File: src/rtl/energy_window_monitor.sv
// energy_window_monitor: sliding-window average of DEPTH unsigned samples,
// with a hysteresis threshold comparator on the registered average.
// Optional feature macro: ENERGY_PEAK_HOLD_EN (peak_out tracks the max average).
module energy_window_monitor #(
   parameter int WIDTH = 8,
   parameter int DEPTH = 8
) (
   input  logic             clk,
   input  logic             rst_n,
   input  logic             ena,
   input  logic             clear,
   input  logic [WIDTH-1:0] sample_in,
   input  logic             sample_valid,
   input  logic [WIDTH-1:0] thr_hi,
   input  logic [WIDTH-1:0] thr_lo,
   output logic [WIDTH-1:0] avg_out,
   output logic             avg_valid,
   output logic             window_full,
   output logic             above_thr,
   output logic [WIDTH-1:0] peak_out
);

   localparam int L  = $clog2(DEPTH);
   localparam int SW = WIDTH + L;   // holds DEPTH*(2^WIDTH-1) without wrap
   localparam logic [L:0] FULL = (L+1)'(DEPTH);

   typedef enum logic {BELOW, ABOVE} cmp_state_t;

   logic [WIDTH-1:0] win_mem [DEPTH];
   logic [L-1:0]     wr_ptr;
   logic [L:0]       count;
   logic [SW-1:0]    sum;
   logic             pend;          // an accept that needs an avg pulse next edge
   logic             accept;
   logic             full_after;
   logic [SW-1:0]    sum_nxt;
   cmp_state_t       state, state_nxt;

   assign accept     = ena & sample_valid & ~clear;
   assign full_after = (count == FULL) || (count == FULL - 1'b1);
   // the replaced entry is part of sum, so this never goes negative
   assign sum_nxt    = sum + SW'(sample_in) - SW'(win_mem[wr_ptr]);

   // window buffer, running sum, fill count and the average output register
   always_ff @(posedge clk or negedge rst_n) begin
      if (!rst_n) begin
         for (int i = 0; i < DEPTH; i++) win_mem[i] <= '0;
         wr_ptr    <= '0;
         count     <= '0;
         sum       <= '0;
         pend      <= 1'b0;
         avg_out   <= '0;
         avg_valid <= 1'b0;
      end else if (ena) begin
         if (clear) begin
            for (int i = 0; i < DEPTH; i++) win_mem[i] <= '0;
            wr_ptr    <= '0;
            count     <= '0;
            sum       <= '0;
            pend      <= 1'b0;
            avg_out   <= '0;
            avg_valid <= 1'b0;
         end else begin
            if (accept) begin
               win_mem[wr_ptr] <= sample_in;
               sum             <= sum_nxt;
               wr_ptr          <= wr_ptr + L'(1);
               if (count != FULL) count <= count + 1'b1;
               pend            <= full_after;
            end else begin
               pend <= 1'b0;
            end
            // sum here already includes the accept that raised pend
            avg_valid <= pend;
            if (pend) avg_out <= sum[SW-1:L];
         end
      end else begin
         avg_valid <= 1'b0;
      end
   end

   assign window_full = (count == FULL);

   // comparator state register; frozen while the block is disabled
   always_ff @(posedge clk or negedge rst_n) begin
      if (!rst_n)     state <= BELOW;
      else if (ena)   state <= clear ? BELOW : state_nxt;
   end

   // hysteresis: only the threshold belonging to the current state is tested
   always_comb begin
      state_nxt = state;
      if (avg_valid) begin
         case (state)
            BELOW:   if (avg_out >= thr_hi) state_nxt = ABOVE;
            ABOVE:   if (avg_out <  thr_lo) state_nxt = BELOW;
            default: state_nxt = BELOW;
         endcase
      end
   end

   assign above_thr = (state == ABOVE);

`ifdef ENERGY_PEAK_HOLD_EN
   logic [WIDTH-1:0] peak;

   // peak hold of the published averages
   always_ff @(posedge clk or negedge rst_n) begin
      if (!rst_n) begin
         peak <= '0;
      end else if (ena) begin
         if (clear)                            peak <= '0;
         else if (avg_valid && avg_out > peak) peak <= avg_out;
      end
   end

   assign peak_out = peak;
`else
   assign peak_out = '0;
`endif

endmodule
File: config.mk
export PLATFORM = sky130hd
export DESIGN_NAME = energy_window_monitor
export DESIGN_NICKNAME = d
export VERILOG_FILES = /design/src/rtl/energy_window_monitor.sv
export SDC_FILE = /design/constraint.sdc
export NUM_CORES = 1
export LEC_CHECK = 0
export CELL_PAD_IN_SITES_DETAIL_PLACEMENT = 1
export CELL_PAD_IN_SITES_GLOBAL_PLACEMENT = 2
export CORE_UTILIZATION = 30
export DETAILED_ROUTE_END_ITERATION = 6
export GPL_ROUTABILITY_DRIVEN = 0
export MAX_ROUTING_LAYER = met4
export PLACE_DENSITY = 0.72
export SETUP_SLACK_MARGIN = 0.3
export SLEW_MARGIN = 40
export SYNTH_ARGS = -nofsm -noshare
export SYNTH_HDL_FRONTEND = slang
export SYNTH_SLANG_ARGS = --single-unit
File: constraint.sdc
create_clock -name clk -period 3.67 [get_ports clk]
set_input_delay 0.734 -clock clk [delete_from_list [all_inputs] [get_ports clk]]
set_output_delay 0.734 -clock clk [all_outputs]
set_load 0.1 [all_outputs]
==> results.txt <==
Run status: completed
Fraction of the mapped netlist area in simple logic gates: 0.149
Count of H-tree levels built during CTS: 3
Area added between synthesis and finish: 26.3%
Worst clock skew: 0.00673 ns
Number of clock sinks: 93
DP HPWL: 11200 microns
Number of antenna violations at the first check in global routing: 0
RSZ-0062 raised after global routing: true
Non-filler instance count after layout: 852
Area share of the leading cell type in the synthesized netlist: 0.436
Share of synthesized area occupied by flip-flops and latches: 0.436
Switching share of power: 0.382
Post-synth top cells: dfrtp_1 (93), nand3_1 (74), o21ai_0 (73)
Pin count of the biggest net entering global routing: 65
Hold Violations, Final: 0
Fraction of synthesized area in multiplexers: 0.0460
Iter 0 DRT Violations: 167
Net switching power figure: 1.50 mW
Rows: 48
List of cells traversed by the critical path: mux2_4 > a221oi_2 > o22ai_1 > ha_1 > inv_1 > ha_2 > inv_1 > fa_2 > nand2b_4 > a21o_1 > a21o_1 > a211o_1 > or3_1
Root buffer selected by CTS: clkbuf_16
Syn_area_per_cell: 9.47 sq um
Maximum fanout encountered on the critical timing path: 7
Max-cap viol count: 0
Yosys Warn Count: 0
Util after Layout: 0.388
Via density: 5.23
Path type of the worst min-delay path: input pin to asynchronous set/reset pin
Largest stage delay on the critical path: 0.50 ns
Total GRT Usage: 0.189
Leakage: 3.07 nW
Die H: 135 microns
Part of the total power dissipated in sequential elements: 0.309
Compound-Gate Fraction of Synth Area: 0.183
CP Launch Type: flip-flop
Top cells by area, synth: dfrtp_1 (44%), nand3_1 (6.9%), o21ai_0 (6.8%)
WL per Instance: 18.6 microns
Gate count after technology mapping: 563
Combinational cell fraction of total power: 0.448
Total internal power: 2.43 mW
Number of synthesized flops with an enable pin: 0
Total iterations of the first detailed-routing run: 4
PwrDens: 583 nW/um^2
Clock insertion delay at the later pin of the skew report: 0.35 ns
Main combinational cell family by area after synthesis: compound AO/OA/AOI/OAI gates
Summed negative setup slack over all endpoints: 0 ns
Hold Buf Count CTS: 0
Full die area: 18300 sq um
Clock network power share: 0.244
Type of element capturing the critical path: flip-flop
Die Span X: 135 microns
Most instantiated flip-flop cell in the synthesis netlist: dfrtp_1
Placeable core area: 17400 sq um
Asr flop ratio synth: 1.00
Arithmetic-cell share of the synthesized area counting full adders, half adders and majority gates: 0.0981
Drt total wl: 15900 microns
Maximum ir drop on the vdd rail: 241 uV
CP max stage cell: dfrtp_2
Worst path required time: 3.90 ns
Clock period minus worst slack: 3.33 ns
Summed instance area of the synthesized netlist: 5330 sq um
Count of final max-slew check failures: 0
Initial core utilization: 0.307
Top cell type by total area after synthesis: dfrtp_1
TritonCTS Buffers: 9
Maximum count of clock buffers along a single path: 2
Residual antenna-violating net count after detailed routing: 0
Post-detailed-placement cell area: 5990 sq um
Worst Setup Path Type: flip-flop to flip-flop
Count of port buffers added during placement: 39
Post-synthesis xor/xnor area fraction: 0.00821
First-pass GRT wire length: 25700 microns
Final clock period utilization by the worst path: 0.906
Achievable clock frequency: 301 MHz
Cell Count Post-Placement: 822
TritonCTS clock tree: done
Residual DRC count: 0
Normalized max-slew margin: 0.514
Clock input transition at the sequential cells of the worst setup and hold paths: 0.07 ns
Number of global-route vias before repair: 4739
Transition time of the tightest slew-check pin: 0.726 ns
Launch point of the worst reg-to-reg path: wr_ptr[2]$_DFFE_PN0P_
Leading cell type by number of instances after synthesis: dfrtp_1
Number of distinct library cells after synthesis: 51
Finish-stage setup viols: 0
Nets: 688
Vias after detailed routing: 4458
Antenna diode count: 0
Worst EP arrival: 3.55 ns
Fill cell total of the finished layout: 1950
Synth Register Bits: 93
Boundary Pins: 48
Post-route design area: 6740 sq um
Ratio of cells with drive above 1 in the final layout: 0.204
Gr ovfl total: 0
Origin of the worst setup path: wr_ptr[2]$_DFFE_PN0P_
[timing repair]
item / 4_1_cts / 5_1_grt
cloned: 0 / 1
endpoints found under the hold margin: 0 / 0
resized for setup: 20 / 48
buffers inserted: 2 / 11
setup endpoints to repair: 4 / 5
pin swaps: 5 / 22
[per-layer routing]
metal,wire [microns],up-vias,global-route usage
li1,-,2111,-
met1,7210,2249,0.234
met2,7880,74,0.317
met3,483,24,0.0254
met4,318,0,0.0630
met5,0,-,-
[flip-flops by register name, indices dropped and copies added (netlist names)]
name	flops
wr_ptr	3
avg_out	8
avg_valid	1
win_mem	64
above_thr	1
count	4
sum	11
pend	1
[power groups by stage]
stage | Clock, mW | Combinational, mW | Sequential (mW)
floorplan | 0 | 0.891 | 1.29
global placement | 0 | 1.35 | 1.22
detailed placement | 0 | 1.37 | 1.23
CTS | 0.974 | 1.46 | 1.21
global route | 1.01 | 1.94 | 1.23
finish | 0.956 | 1.76 | 1.21
[worst max-delay path, delay by kind of cell, from the launching register on]
| family | cells | cell delay, ns |
|---|---|---|
| muxes | 1 | 0.33 |
| buffers and inverters | 2 | 0.11 |
| AOI/OAI and AO/OA | 5 | 1.01 |
| DFF | 1 | 0.50 |
| adders and majority gates | 3 | 0.77 |
| and+or+nand+nor | 2 | 0.46 |
[placed cells by master (no fill, tap or decap), types with 4 or more instances in the layout]
master / Yosys / layout
dfrtp_1: 93 / 90
nand3_1: 74 / 74
o21ai_0: 73 / 72
inv_1: 60 / 59
buf_4: 9 / 36
clkdlybuf4s50_1: 0 / 27
nand2_1: 31 / 25
ha_1: 29 / 21
a21o_1: 13 / 13
nor2_1: 13 / 12
nand2b_1: 11 / 10
o22ai_1: 11 / 10
clkbuf_16: 0 / 10
buf_2: 10 / 10
a22oi_1: 10 / 8
a21oi_1: 14 / 8
mux4_2: 8 / 8
conb_1: 1 / 8
o2bb2ai_1: 7 / 7
ha_4: 0 / 7
nand2_2: 0 / 6
fa_1: 8 / 6
or3_1: 5 / 5
nand4_1: 5 / 5
a21oi_2: 0 / 5
a221oi_2: 0 / 5
nor3_1: 4 / 4
buf_6: 0 / 4
[logic make-up after synthesis]
logic type      count (synthesis)
buf+inv                       100
compound gates                156
xor+xnor                        5
fa+ha+maj                      37
mux                            14
simple gates                  157
other cells                     1
flops                          93
[worst paths after layout]
path	end	slack [ns]	cells after the start
max	sum[10]$_DFFE_PN0P_	0.34	13
max in group asynchronous	wr_ptr[0]$_DFFE_PN0P_	2.51	2
min in group clk	win_mem[20]$_DFFE_PN0P_	0.50	2
min	win_mem[42]$_DFFE_PN0P_	0.36	1
max reg2reg	sum[10]$_DFFE_PN0P_	0.34	13
min reg2reg	win_mem[20]$_DFFE_PN0P_	0.50	2
[stage by stage]
| step | setup slack, ns | hold WS (ns) | total power, mW |
|---|---|---|---|
| 4_1_cts | 0.283 | 0.375 | 3.65 |
| 3_3_place_gp | 0.121 | 0.477 | 2.56 |
| 2_1_floorplan | 0.303 | 0.438 | 2.18 |
| 6_report | 0.344 | 0.356 | 3.93 |
| 5_1_grt | 0.245 | 0.396 | 4.18 |
| 3_5_place_dp | 0.0497 | 0.487 | 2.60 |
[area by class of cell]
class | count | area (sq um) | share of cell area
Tap cell | 225 | 282 | 0.0418
Clock inverter | 5 | 61.3 | 0.00910
Sequential cell | 93 | 2330 | 0.346
Timing Repair Buffer | 80 | 701 | 0.104
Inverter | 61 | 231 | 0.0344
Clock buffer | 11 | 233 | 0.0346
Multi-Input combinational cell | 377 | 2900 | 0.430
No activity file was read; power rests on OpenSTA's default activity.
==> RTL change 1: new RTL, same settings <==
Compare `count` against `FULL` with >= in place of ==.
--- a/src/rtl/energy_window_monitor.sv
+++ b/src/rtl/energy_window_monitor.sv
@@ -38,5 +38,5 @@
 
    assign accept     = ena & sample_valid & ~clear;
-   assign full_after = (count == FULL) || (count == FULL - 1'b1);
+   assign full_after = (count >= FULL) || (count == FULL - 1'b1);
    // the replaced entry is part of sum, so this never goes negative
    assign sum_nxt    = sum + SW'(sample_in) - SW'(win_mem[wr_ptr]);
Check against the original RTL: no difference found for any inputs over 4 cycles, from zero or initial values and one cycle with rst_n low; that may be too few to reach the edited logic, so the function may still have changed.
==> RTL change 1 against the unedited design <==
Wire length fell by 2.5%; sequential cell count did not move; synthesized area rose by 0.23%; total power fell by 2.8%; synthesized cell count fell by 0.89%; final area fell by 1.3%; maximum frequency fell by 3.6%; worst setup slack got worse by 0.13 ns; critical endpoint unchanged; highest routed layer unchanged.
==> RTL change 1: results <==
export IMPL_netlist_top_cells_area="dfrtp_1 44%, o21ai_0 7.0%, nand3_1 6.8%, ha_1 6.8%, inv_1 4.1%"
export IMPL_routed_via_density=5.195
export IMPL_total_power_mw=3.818
export IMPL_buf_share=0.1035
export IMPL_cts_path_max_buffers=2
export IMPL_fmax_ghz=0.2897
export IMPL_grt_pass1_vias=4812
export IMPL_seq_share=0.3505
export IMPL_final_cell_count_no_fill=846
export IMPL_p_clk_frac=0.238
export IMPL_clk_insertion_delay_late_ns=0.35
export IMPL_nNetsFinal=682
export IMPL_dp_hpwl_um=10780
export IMPL_rr_worst_depth=11
export IMPL_clk_share=0.04273
export IMPL_firstDrtPassIters=4
export IMPL_placed_area_sq_um=6023
export IMPL_avgSynthCellArea_sq_um=9.581
export IMPL_finClkSkew_ns=0.01098
export IMPL_final_cell_area_sq_um=6646
export IMPL_grt_pass1_wl_um=26060
export IMPL_swShare=0.3845
export IMPL_clkSlewWorstSetupHoldPaths_ns=0.07
export IMPL_fp_dieArea_sq_um=18360
export IMPL_hold_slack_ns=0.3585
export IMPL_dpl_cell_count=817
export IMPL_synth_ff_type="dfrtp_1"
export IMPL_synth_common_cells="93 x dfrtp_1, 75 x o21ai_0, 73 x nand3_1"
export IMPL_multi_input_area_share=0.4271
export IMPL_cts_htree_levels=3
export IMPL_crit_start="wr_ptr[0]"
export IMPL_critical_path_arrival_ns=3.68
export IMPL_rrSetupSlack_ns=0.22
export IMPL_place_ws_ns=-0.002881
export IMPL_wl_per_cell_um=18.30
export IMPL_clkbuf_count=11
export IMPL_leakage_nw=3.016
export IMPL_crit_fanout=8
export IMPL_timing_slew_headroom=0.5311
export IMPL_grt_usage=0.1905
export IMPL_nFillCells=1957
export IMPL_largest_registers="win_mem: 64 flops, sum: 11 flops, avg_out: 8 flops"
export IMPL_postCtsSetupRepairBufs=9
export IMPL_regToRegEndpoint="sum[10]"
export IMPL_p_comb_frac=0.449
export IMPL_async_flop_share=1.000
export IMPL_maxCapViolCount=0
export IMPL_multi_input_cells=373
export IMPL_nonClockInverterCount=59
export IMPL_cts_resized=27
export IMPL_ys_seq_area_frac=0.4353
export IMPL_num_antenna_cells=0
export IMPL_crit_slowest_cell="fa_1"
export IMPL_crit_family="compound AO/OA/AOI/OAI gates"
export IMPL_synth_cell_type_count=55
export IMPL_status="completed"
export IMPL_initialDrtViolationCount=185
export IMPL_drive_above_1_share=0.1965
export IMPL_ys_warn_count=0
export IMPL_ir_worst_vdd_mv=0.2666
==> RTL change 1: cell count changes in the layout (fill, tap and decap cells not counted), moves of 3 or more <==
cell and change:
nand2_1 -6, mux2_2 +7, a21o_1 -3, a22oi_1 +3, a21oi_1 +4, mux2_4 -3
==> RTL change 1: logic make-up (layout without fill, tap and decap cells) <==
| logic type | Yosys count | in the layout | synth area share |
|---|---|---|---|
| buffers and inverters | 99 | 155 | 0.07840 |
| and+or+nand+nor | 143 | 143 | 0.1371 |
| DFF | 93 | 93 | 0.4353 |
| AOI/OAI and AO/OA | 161 | 161 | 0.1865 |
| muxes | 18 | 18 | 0.05429 |
| other | 1 | 8 | 0.0007014 |
| xor gates and xnor gates | 6 | 6 | 0.009829 |
| adders and majority gates | 37 | 37 | 0.09782 |
==> RTL change 1: per-layer routing <==
metal,share of wire,track usage,vias to the layer above
met4,0.021,0.06367,0
met5,0,-,-
met3,0.032,0.03143,21
met2,0.48,0.3091,70
li1,-,-,2095
met1,0.47,0.2410,2209
==> RTL change 2: new RTL, same settings <==
Without the edit above. Set the parameter `DEPTH` to 16 (it was 8).
--- a/src/rtl/energy_window_monitor.sv
+++ b/src/rtl/energy_window_monitor.sv
@@ -4,5 +4,5 @@
 module energy_window_monitor #(
    parameter int WIDTH = 8,
-   parameter int DEPTH = 8
+   parameter int DEPTH = 16
 ) (
    input  logic             clk,
Formal check against the unedited RTL: not equivalent (Yosys sat finds a counterexample within 10 cycles, from zero or initial values and one cycle with rst_n low).
==> RTL change 2 against the unedited design <==
Wire length increased by 45%; synthesized area rose by 58%; combinational power rose by 8%; clock power grew 87%; worst setup slack got worse by 0.27 ns; largest power group is now sequential cells; via count up 41%; critical endpoint unchanged; final area is 49% higher; first-iteration DRC count grew to 2.7 times the old value; sequential cell count rose by 67; total power grew 44%; global-route usage decreased by 1.4 points; hold slack worse by 0.057 ns.
==> RTL change 2: results <==
export IMPL_status="completed"
export IMPL_routed_wl_um=23100
export IMPL_crit_family="multiplexers"
export IMPL_crit_slowest_cell="mux4_1"
export IMPL_ys_warn_count=0
export IMPL_leakage_nw=4.410
export IMPL_final_hold_viol_count=0
export IMPL_grt_antenna_before_repair=0
export IMPL_crit_fanout=6
export IMPL_num_antenna_cells=0
export IMPL_dp_hpwl_um=15990
export IMPL_clk_insertion_delay_late_ns=0.43
export IMPL_placed_area_sq_um=9330
export IMPL_hold_class="input pin to asynchronous set/reset pin"
export IMPL_finClkSkew_ns=0.008543
export IMPL_routed_via_density=5.164
export IMPL_cts_htree_levels=4
export IMPL_slowest_delay_ns=0.59
export IMPL_grt_pass1_vias=6399
export IMPL_grt_usage=0.1749
export IMPL_async_flop_share=1.000
export IMPL_clkSlewWorstSetupHoldPaths_ns=0.07
export IMPL_ir_worst_vdd_mv=0.3303
export IMPL_drive_above_1_share=0.1574
export IMPL_crit_start="wr_ptr[0]"
export IMPL_synth_common_cells="160 x dfrtp_1, 144 x o21ai_0, 141 x nand3_1"
export IMPL_p_switching_mw=1.887
export IMPL_nNetsFinal=902
export IMPL_synth_cell_type_count=41
export IMPL_netlist_top_cells_area="dfrtp_1 48%, o21ai_0 8.6%, nand3_1 8.4%, mux4_1 7.2%, ha_1 4.9%"
export IMPL_largest_registers="win_mem: 128 flops, sum: 12 flops, avg_out: 8 flops"
export IMPL_grt_max_degree=79
export IMPL_grt_pass1_wl_um=37460
export IMPL_critical_path_arrival_ns=3.89
export IMPL_ys_seq_area_frac=0.4765
export IMPL_cts_root_buf="clkbuf_16"
export IMPL_cts_path_max_buffers=2
export IMPL_port_buffers=39
export IMPL_worst_slew_pin_transition_ns=0.7356
export IMPL_numCtsBuffers=17
export IMPL_initialDrtViolationCount=452
export IMPL_path_class="register to register"
export IMPL_firstDrtPassIters=6
## RTL change 2: power groups by stage
| stage | logic, mW | clock network [mW] | registers (mW) |
|---|---|---|---|
| 2_1_floorplan | 1.17 | 0 | 2.06 |
| 3_3_place_gp | 1.74 | 0 | 1.99 |
| 3_5_place_dp | 1.75 | 0 | 1.99 |
| 4_1_cts | 1.83 | 1.83 | 1.96 |
| 5_1_grt | 2.09 | 1.90 | 1.97 |
| 6_report | 1.90 | 1.79 | 1.96 |
## RTL change 2: cells by family after synthesis
group	after synthesis	share of synthesized area
AND/OR/NAND/NOR	205	0.1235
AO/OA/AOI/OAI	204	0.1328
flip-flops	160	0.4765
buffers and inverters	131	0.06627
adder cells (fa/ha/maj)	41	0.06821
multiplexers	41	0.1187
XOR/XNOR	13	0.01355
other	1	0.0004463
## RTL change 2: final cells by class
class                   count  area (sq um)
flip-flops and latches    160          4005
inverters                  62         232.7
repair buffers             79         723.2
well taps                 372         465.4
clock inverters             9         96.34
fillers                  3022         17140
clock buffers              23         498.0
multi-input cells         512          4011
## RTL change 2: final timing paths
| check | end | slack [ns] | cells after the start |
|---|---|---|---|
| min reg2reg | win_mem[26] | 0.50 | 2 |
| max | sum[10] | 0.07 | 12 |
| min in group clk | win_mem[26] | 0.50 | 2 |
| max reg2reg | sum[10] | 0.07 | 12 |
| max in group asynchronous | avg_valid | 2.49 | 2 |
| min | above_thr | 0.30 | 1 |
## RTL change 2: worst reg2reg max path, delay by kind of cell (launching register included)
family	cells	cell delay, ns
buffers and inverters	4	0.52
adder cells (fa/ha/maj)	2	0.75
XOR/XNOR	1	0.16
flip-flops	1	0.43
multiplexers	2	1.12
AO/OA/AOI/OAI	3	0.49
## RTL change 2: per-stage QoR
step | instances | utilization | setup slack, ns | total power [mW]
after global routing | 1217 | 0.3692 | -0.05198 | 5.961
after CTS | 1213 | 0.3662 | 0.05121 | 5.620
final | 1217 | 0.3692 | 0.07311 | 5.648
after detailed placement | 1180 | 0.3433 | -0.1242 | 3.746
after global placement | 1180 | 0.3452 | -0.03106 | 3.735
after floorplan | 803 | - | 0.08381 | 3.233
## RTL change 2: repair_timing
action / 4_1_cts / 5_1_grt
hold endpoints to repair: 0 / 0
setup endpoints to repair: 6 / 7
gates resized for setup: 4 / 11
setup buffers: 1 / 3
pin swaps: 2 / 2
cloned: 0 / 1
## RTL change 2: routing by layer
metal / track usage / wire (um)
met1: 0.2360 / 10950
met2: 0.2736 / 11190
met3: 0.02892 / 698
met4: 0.04544 / 261
met5: - / 0
